## src/rtl/wb_stage_reg_if.sv

```systemverilog
// Writeback-stage bus: MEM-stage results and controls in, register-file
// write port, hazard feedback and retire count out.
interface wb_stage_reg_if #(
  parameter int unsigned WORD_LENGTH = 32,
  parameter int unsigned REG_ADDR_W  = 5,
  parameter int unsigned CNT_W       = 32
);
  logic                   stall;
  logic                   flush;
  logic                   valid_in;
  logic [WORD_LENGTH-1:0] ALUOut;
  logic [WORD_LENGTH-1:0] DataMemoryOut;
  logic                   MEM_R_EN;
  logic                   MEM_WB_EN;
  logic [REG_ADDR_W-1:0]  dest_in;
  logic [1:0]             load_size;
  logic                   load_signed;

  logic [WORD_LENGTH-1:0] RegisterFileWriteData;
  logic                   WB_EN;
  logic [REG_ADDR_W-1:0]  WB_Dest;
  logic                   MEM_R_ENOut;
  logic [CNT_W-1:0]       retire_count;

  modport master (
    output stall, flush, valid_in, ALUOut, DataMemoryOut, MEM_R_EN, MEM_WB_EN,
           dest_in, load_size, load_signed,
    input  RegisterFileWriteData, WB_EN, WB_Dest, MEM_R_ENOut, retire_count
  );

  modport slave (
    input  stall, flush, valid_in, ALUOut, DataMemoryOut, MEM_R_EN, MEM_WB_EN,
           dest_in, load_size, load_signed,
    output RegisterFileWriteData, WB_EN, WB_Dest, MEM_R_ENOut, retire_count
  );
endinterface

```

## src/rtl/wb_stage_reg.sv

```systemverilog
// Writeback stage with MEM/WB register, load extraction and retire counter.
// Sub-word loads are honoured only when WB_SUBWORD_LOAD_EN is defined.
module wb_stage_reg #(
  parameter int unsigned WORD_LENGTH = 32,
  parameter int unsigned REG_ADDR_W  = 5,
  parameter int unsigned CNT_W       = 32
) (
  input logic           clk,
  input logic           rst,
  wb_stage_reg_if.slave bus
);

  logic                   valid_q,     valid_d;
  logic                   mem_r_en_q,  mem_r_en_d;
  logic                   mem_wb_en_q, mem_wb_en_d;
  logic [REG_ADDR_W-1:0]  dest_q,      dest_d;
  logic [WORD_LENGTH-1:0] alu_out_q,   alu_out_d;
  logic [WORD_LENGTH-1:0] data_q,      data_d;
  logic [CNT_W-1:0]       retire_q,    retire_d;
  logic [WORD_LENGTH-1:0] load_data;

`ifdef WB_SUBWORD_LOAD_EN
  logic [1:0] size_q,   size_d;
  logic       signed_q, signed_d;
  logic [7:0]  byte_sel;
  logic [15:0] half_sel;
`endif

  // Next-state: flush kills the slot, stall holds it, otherwise capture.
  always_comb begin
    valid_d     = valid_q;
    mem_r_en_d  = mem_r_en_q;
    mem_wb_en_d = mem_wb_en_q;
    dest_d      = dest_q;
    alu_out_d   = alu_out_q;
    data_d      = data_q;
`ifdef WB_SUBWORD_LOAD_EN
    size_d      = size_q;
    signed_d    = signed_q;
`endif
    if (bus.flush) begin
      valid_d     = 1'b0;
      mem_r_en_d  = 1'b0;
      mem_wb_en_d = 1'b0;
    end else if (!bus.stall) begin
      valid_d     = bus.valid_in;
      mem_r_en_d  = bus.MEM_R_EN;
      mem_wb_en_d = bus.MEM_WB_EN;
      dest_d      = bus.dest_in;
      alu_out_d   = bus.ALUOut;
      data_d      = bus.DataMemoryOut;
`ifdef WB_SUBWORD_LOAD_EN
      size_d      = bus.load_size;
      signed_d    = bus.load_signed;
`endif
    end
    // The held instruction retires whenever it is allowed to leave.
    retire_d = retire_q;
    if (valid_q && !bus.stall) begin
      retire_d = retire_q + CNT_W'(1);
    end
  end

  always_ff @(posedge clk or negedge rst) begin
    if (!rst) begin
      valid_q     <= 1'b0;
      mem_r_en_q  <= 1'b0;
      mem_wb_en_q <= 1'b0;
      dest_q      <= '0;
      alu_out_q   <= '0;
      data_q      <= '0;
      retire_q    <= '0;
`ifdef WB_SUBWORD_LOAD_EN
      size_q      <= 2'b00;
      signed_q    <= 1'b0;
`endif
    end else begin
      valid_q     <= valid_d;
      mem_r_en_q  <= mem_r_en_d;
      mem_wb_en_q <= mem_wb_en_d;
      dest_q      <= dest_d;
      alu_out_q   <= alu_out_d;
      data_q      <= data_d;
      retire_q    <= retire_d;
`ifdef WB_SUBWORD_LOAD_EN
      size_q      <= size_d;
      signed_q    <= signed_d;
`endif
    end
  end

`ifdef WB_SUBWORD_LOAD_EN
  // Little-endian lane pick from the low word; half ignores address bit 0.
  always_comb begin
    byte_sel = data_q[7:0];
    case (alu_out_q[1:0])
      2'd0:    byte_sel = data_q[7:0];
      2'd1:    byte_sel = data_q[15:8];
      2'd2:    byte_sel = data_q[23:16];
      default: byte_sel = data_q[31:24];
    endcase
    half_sel = alu_out_q[1] ? data_q[31:16] : data_q[15:0];
    case (size_q)
      2'b10:   load_data = {{(WORD_LENGTH-8){signed_q & byte_sel[7]}}, byte_sel};
      2'b01:   load_data = {{(WORD_LENGTH-16){signed_q & half_sel[15]}}, half_sel};
      default: load_data = data_q;
    endcase
  end
`else
  logic unused_load_cfg;
  assign unused_load_cfg = ^{bus.load_size, bus.load_signed};
  assign load_data       = data_q;
`endif

  assign bus.WB_EN                 = valid_q & mem_wb_en_q & (dest_q != '0);
  assign bus.WB_Dest               = dest_q;
  assign bus.MEM_R_ENOut           = valid_q & mem_r_en_q;
  assign bus.RegisterFileWriteData = mem_r_en_q ? load_data : alu_out_q;
  assign bus.retire_count          = retire_q;

endmodule

```

## src/flat_wrapper.sv

```systemverilog
// flat-port wrapper written by rule: the top's interface ports become plain ports
module wb_stage_reg_flat 
#(
  parameter int unsigned WORD_LENGTH = 32,
  parameter int unsigned REG_ADDR_W  = 5,
  parameter int unsigned CNT_W       = 32
)
  (clk, rst, bus_stall, bus_flush, bus_valid_in, bus_ALUOut, bus_DataMemoryOut, bus_MEM_R_EN, bus_MEM_WB_EN, bus_dest_in, bus_load_size, bus_load_signed, bus_RegisterFileWriteData, bus_WB_EN, bus_WB_Dest, bus_MEM_R_ENOut, bus_retire_count);
  wb_stage_reg_if #(.WORD_LENGTH(WORD_LENGTH), .REG_ADDR_W(REG_ADDR_W), .CNT_W(CNT_W)) bus_i ();
  input logic clk;
  input logic rst;
  input wire logic [$bits(bus_i.stall)-1:0] bus_stall;
  input wire logic [$bits(bus_i.flush)-1:0] bus_flush;
  input wire logic [$bits(bus_i.valid_in)-1:0] bus_valid_in;
  input wire logic [$bits(bus_i.ALUOut)-1:0] bus_ALUOut;
  input wire logic [$bits(bus_i.DataMemoryOut)-1:0] bus_DataMemoryOut;
  input wire logic [$bits(bus_i.MEM_R_EN)-1:0] bus_MEM_R_EN;
  input wire logic [$bits(bus_i.MEM_WB_EN)-1:0] bus_MEM_WB_EN;
  input wire logic [$bits(bus_i.dest_in)-1:0] bus_dest_in;
  input wire logic [$bits(bus_i.load_size)-1:0] bus_load_size;
  input wire logic [$bits(bus_i.load_signed)-1:0] bus_load_signed;
  output wire logic [$bits(bus_i.RegisterFileWriteData)-1:0] bus_RegisterFileWriteData;
  output wire logic [$bits(bus_i.WB_EN)-1:0] bus_WB_EN;
  output wire logic [$bits(bus_i.WB_Dest)-1:0] bus_WB_Dest;
  output wire logic [$bits(bus_i.MEM_R_ENOut)-1:0] bus_MEM_R_ENOut;
  output wire logic [$bits(bus_i.retire_count)-1:0] bus_retire_count;
  assign bus_i.stall = bus_stall;
  assign bus_i.flush = bus_flush;
  assign bus_i.valid_in = bus_valid_in;
  assign bus_i.ALUOut = bus_ALUOut;
  assign bus_i.DataMemoryOut = bus_DataMemoryOut;
  assign bus_i.MEM_R_EN = bus_MEM_R_EN;
  assign bus_i.MEM_WB_EN = bus_MEM_WB_EN;
  assign bus_i.dest_in = bus_dest_in;
  assign bus_i.load_size = bus_load_size;
  assign bus_i.load_signed = bus_load_signed;
  assign bus_RegisterFileWriteData = bus_i.RegisterFileWriteData;
  assign bus_WB_EN = bus_i.WB_EN;
  assign bus_WB_Dest = bus_i.WB_Dest;
  assign bus_MEM_R_ENOut = bus_i.MEM_R_ENOut;
  assign bus_retire_count = bus_i.retire_count;
  wb_stage_reg #(.WORD_LENGTH(WORD_LENGTH), .REG_ADDR_W(REG_ADDR_W), .CNT_W(CNT_W)) u_core (.clk(clk), .rst(rst), .bus(bus_i));
endmodule
```

## config.mk

```make
export PLATFORM = sky130hd
export DESIGN_NAME = wb_stage_reg_flat
export DESIGN_NICKNAME = d
export VERILOG_FILES = /design/src/rtl/wb_stage_reg_if.sv /design/src/rtl/wb_stage_reg.sv /design/src/flat_wrapper.sv
export SDC_FILE = /design/constraint.sdc
export NUM_CORES = 1
export LEC_CHECK = 0
export CORE_UTILIZATION = 50
export CTS_CLUSTER_SIZE = 20
export DETAILED_ROUTE_END_ITERATION = 12
export PLACE_DENSITY = 0.86
export RECOVER_POWER = 100
export SLEW_MARGIN = 20
export SYNTH_ARGS = -nofsm -noshare
export SYNTH_HDL_FRONTEND = slang
export SYNTH_SLANG_ARGS = --single-unit
```

## constraint.sdc

```tcl
create_clock -name clk -period 3.3 [get_ports clk]
set_clock_uncertainty 0.2 [all_clocks]
set_input_delay 0.66 -clock clk [delete_from_list [all_inputs] [get_ports clk]]
set_output_delay 0.66 -clock clk [all_outputs]
set_load 0.1 [all_outputs]
```

==> reports/results.tsv <==
stage	metric	value	unit
routing	final_antenna_net_count	0	
power_and_ir_drop	power	3800	uW
setup_path	rrSetupSlack	1130	ps
setup_path	crit_end	bus_WB_EN	
sta	fin_crit_sh	82.6	%
place	gp_congestion	0.753	
routing	drcViolationCount	0	
final_layout	drive_gt1_share	26.6	%
die	fp-row-count	34	
sta	max_freq	0.367	GHz
final_layout	fillCellCount	634	
sta	worst_pin_slew	1240	ps
setup_path	slowest_stage	or3_1	
setup_path	critPathTopFamily	simple AND/OR/NAND/NOR gates	
synth	synth_edf_count	0	
setup_path	startpoint	u_core.bus.WB_Dest[1]$_DFFE_PN0P_	
die	die_h	98.5	um
synth	syn-num-nets	409	
die	core	8850	sq um
sta	period_needed	2720	ps
power_and_ir_drop	power.density	592	nW/um^2
synth	synth_top_flop_cell	dfrtp_1	
clock_network	cts_resized	0	
power_and_ir_drop	net-switching-power	1480	uW
clock_network	cts_buffer_depth	2	
setup_path	cp-start-kind	register	
synth	synthArstFlopShare	100	%
place	port_buffers	146	
setup_path	crit_fanout	3	
synth	mappedNetlistArea	4660	sq um
clock_network	cts_sinks	104	
clock_network	htree_levels	3	
global_route	grt.total_usage	22.4	%
run_status	outcome	finished, final reports clean	
power_and_ir_drop	power.internal	2320	uW
sta	slew_headroom	17.6	%
setup_path	r2r.worst_path.cells	5	
synth	yosysWarnings	0	
setup_path	r2r_start	u_core.bus.retire_count[0]$_DFFE_PN0P_	
routing	drt_iter0_markers	93	
synth	synth_cell_types	34	
power_and_ir_drop	p_sw_share	39.0	%
die	io_pins	150	
place	placed_area	6460	sq um
power_and_ir_drop	p_comb_share	39.6	%
synth	synth_top_area_share	55.9	%
global_route	grt_remaining_overflow	0	
final_layout	syn_to_final_growth	37.8	%
global_route	grt_pass1_vias	3354	
clock_network	cts-root-buf	clkbuf_8	
power_and_ir_drop	ir_drop	0.000349	V
setup_path	crit_path_end_kind	primary output	
setup_path	cp_slowest_stage_delay	440	ps
synth	synth_common_cells	104 x dfrtp_1, 102 x mux2_2, 20 x xor2_1	
synth	ys_top_cells_by_area	dfrtp_1 56%, mux2_2 25%, xor2_1 3.8%	
routing	wirelength	10100	um
clock_network	cts_made_buffers	9	
clock_network	cts.clk_slew.worst_paths	90	ps
sta	finalHoldViolations	0	
setup_path	worstSetupPathType	reg2out	
place	post-dp-hpwl	7400	um
sta	rsz0062_at_grt	false	
power_and_ir_drop	leakagePower	0.00278	uW
global_route	antenna_found_initial	0	
synth	ys_ff_latch	104	
power_and_ir_drop	clkPwrFrac	20.6	%
flow_run	drv_cap	0	
min_path	hp-class	reg2reg	
synth	yosysSeqAreaShare	55.9	%
setup_path	critPathBufInv	1	
sta	worst_slack	576	ps
clock_network	ctsHoldBuffers	0	
routing	viasPerCell	5.32	
sta	fin_tns_setup	0	ps
die	dieArea	9700	sq um
clock_network	cts_tree	yes	
routing	drtPass1Iterations	6	
setup_path	critical_path_depth	3	
routing	wl_per_cell	17.3	um
final_layout	insertedDiodeCount	0	
setup_path	path_cells	or3_1 > o311a_1 > clkbuf_2	
global_route	grt_pass1_wl	17000	um
clock_network	insertion_delay	360	ps
synth	yosys.area.top_type	dfrtp_1	
sta	drv_slew	0	
clock_network	post_cts.repair.setup_buffers	0	
global_route	grt_max_degree	70	
place	pre_cts_slack	617	ps
setup_path	crit_arrival	1860	ps
die	start_util	52.6	%
final_layout	nets	554	
synth	avgSynthCellArea	14.2	sq um
sta	finalSetupViolations	0	
die	fp.dieW	98.5	um
setup_path	critPathRequiredTime	2440	ps
final_layout	design_area	6420	sq um
synth	yosysMostFrequentCell	dfrtp_1	
final_layout	fin_util	72.5	%
routing	vias	3117	
setup_path	r2r_end	u_core.bus.retire_count[22]$_DFFE_PN0P_	
power_and_ir_drop	p_seq_share	39.9	%
synth	netlist_instances	329	
[placed cells by master, fill, tap and decap left out]
cell type / n
clkbuf_4: 1
bufinv_16: 1
clkinvlp_4: 1
buf_12: 35
nand3_1: 7
nor4_2: 1
nand4_4: 1
xor2_1: 20
nor4_1: 8
or2_2: 1
clkbuf_2: 2
clkbuf_8: 10
mux2i_1: 3
and2_1: 3
nor2b_1: 1
nand4_1: 6
xnor2_1: 11
mux2_1: 32
o311a_1: 1
dfrtp_1: 104
and3_1: 3
or3_1: 2
or2_1: 1
and4_4: 2
clkbuf_1: 40
clkinv_2: 1
mux2_2: 70
nor2_1: 6
clkdlybuf4s50_1: 73
nor3b_1: 1
ha_1: 1
and4b_1: 1
inv_1: 3
nor2_4: 1
nor3_1: 8
dlygate4sd3_1: 1
nand2_1: 13
and4_1: 2
[registers in the layout, indices dropped and copies added (netlist names)]
signal,flops
u_core.alu_out_q,32
u_core.bus.WB_Dest,5
u_core.bus.retire_count,32
u_core.data_q,32
u_core.mem_r_en_q,1
u_core.mem_wb_en_q,1
u_core.valid_q,1
[cells by family (layout without fill, tap and decap cells)]
| family | count (synthesis) | in the layout | share of synthesized area (%) |
|---|---|---|---|
| and+or+nand+nor | 68 | 68 | 10.1 |
| muxes | 105 | 105 | 25.3 |
| AOI/OAI and AO/OA | 1 | 1 | 0.215 |
| xor gates and xnor gates | 31 | 31 | 5.83 |
| buffers and inverters | 19 | 168 | 2.36 |
| adders and majority gates | 1 | 1 | 0.269 |
| DFF | 104 | 104 | 55.9 |
[layer usage]
layer,vias to the layer above,GRT usage (%),wire (um)
met1,1558,28.2,4180
met5,-,0,0
li1,1446,-,-
met3,9,8.58,875
met2,104,36.2,4940
met4,0,6.31,118
[power by group through the flow]
stage	Combinational [uW]	Clock [uW]	Sequential, uW
6_report	1500	780	1510
3_3_place_gp	1550	0	1530
5_1_grt	1560	856	1540
2_1_floorplan	794	0	1740
4_1_cts	1570	797	1520
3_5_place_dp	1560	0	1540
[layout make-up]
type                    instances  area, sq um  area share [%]
repair buffers                150         1600            25.0
multi-input cells             206         1880            29.3
well taps                     108          135            2.11
clock inverters                 3         42.5           0.663
flip-flops and latches        104         2600            40.6
clock buffers                  12          145            2.26
inverters                       3         11.3           0.176
[through the flow]
stage | std cells | hold slack, ps
2_1_floorplan | 329 | 164
3_3_place_gp | 571 | 263
3_5_place_dp | 571 | 270
4_1_cts | 586 | 131
5_1_grt | 586 | 322
6_report | 586 | 278
[worst reg2reg max path, stage by stage, from the launching register on]
cell	delay, ps
dfrtp_1	410
ha_1	180
and4b_1	330
nand4_1	310
nor4_1	480
xor2_1	180
[worst min-delay path by stage]
| stage | slack, ps | endpoint | startpoint | cells past startpoint |
|---|---|---|---|---|
| floorplan | 160 | u_core.alu_out_q[0]$_DFFE_PN0P_ | rst | 0 |
| global placement | 260 | u_core.bus.retire_count[31]$_DFFE_PN0P_ | u_core.bus.retire_count[31]$_DFFE_PN0P_ | 1 |
| detailed placement | 270 | u_core.bus.retire_count[31]$_DFFE_PN0P_ | u_core.bus.retire_count[31]$_DFFE_PN0P_ | 1 |
| CTS | 130 | u_core.alu_out_q[9]$_DFFE_PN0P_ | rst | 1 |
| global route | 320 | u_core.bus.retire_count[31]$_DFFE_PN0P_ | u_core.bus.retire_count[31]$_DFFE_PN0P_ | 1 |
| finish | 280 | u_core.bus.retire_count[31]$_DFFE_PN0P_ | u_core.bus.retire_count[31]$_DFFE_PN0P_ | 1 |
Note: power is estimated with default switching activity, not from simulation.
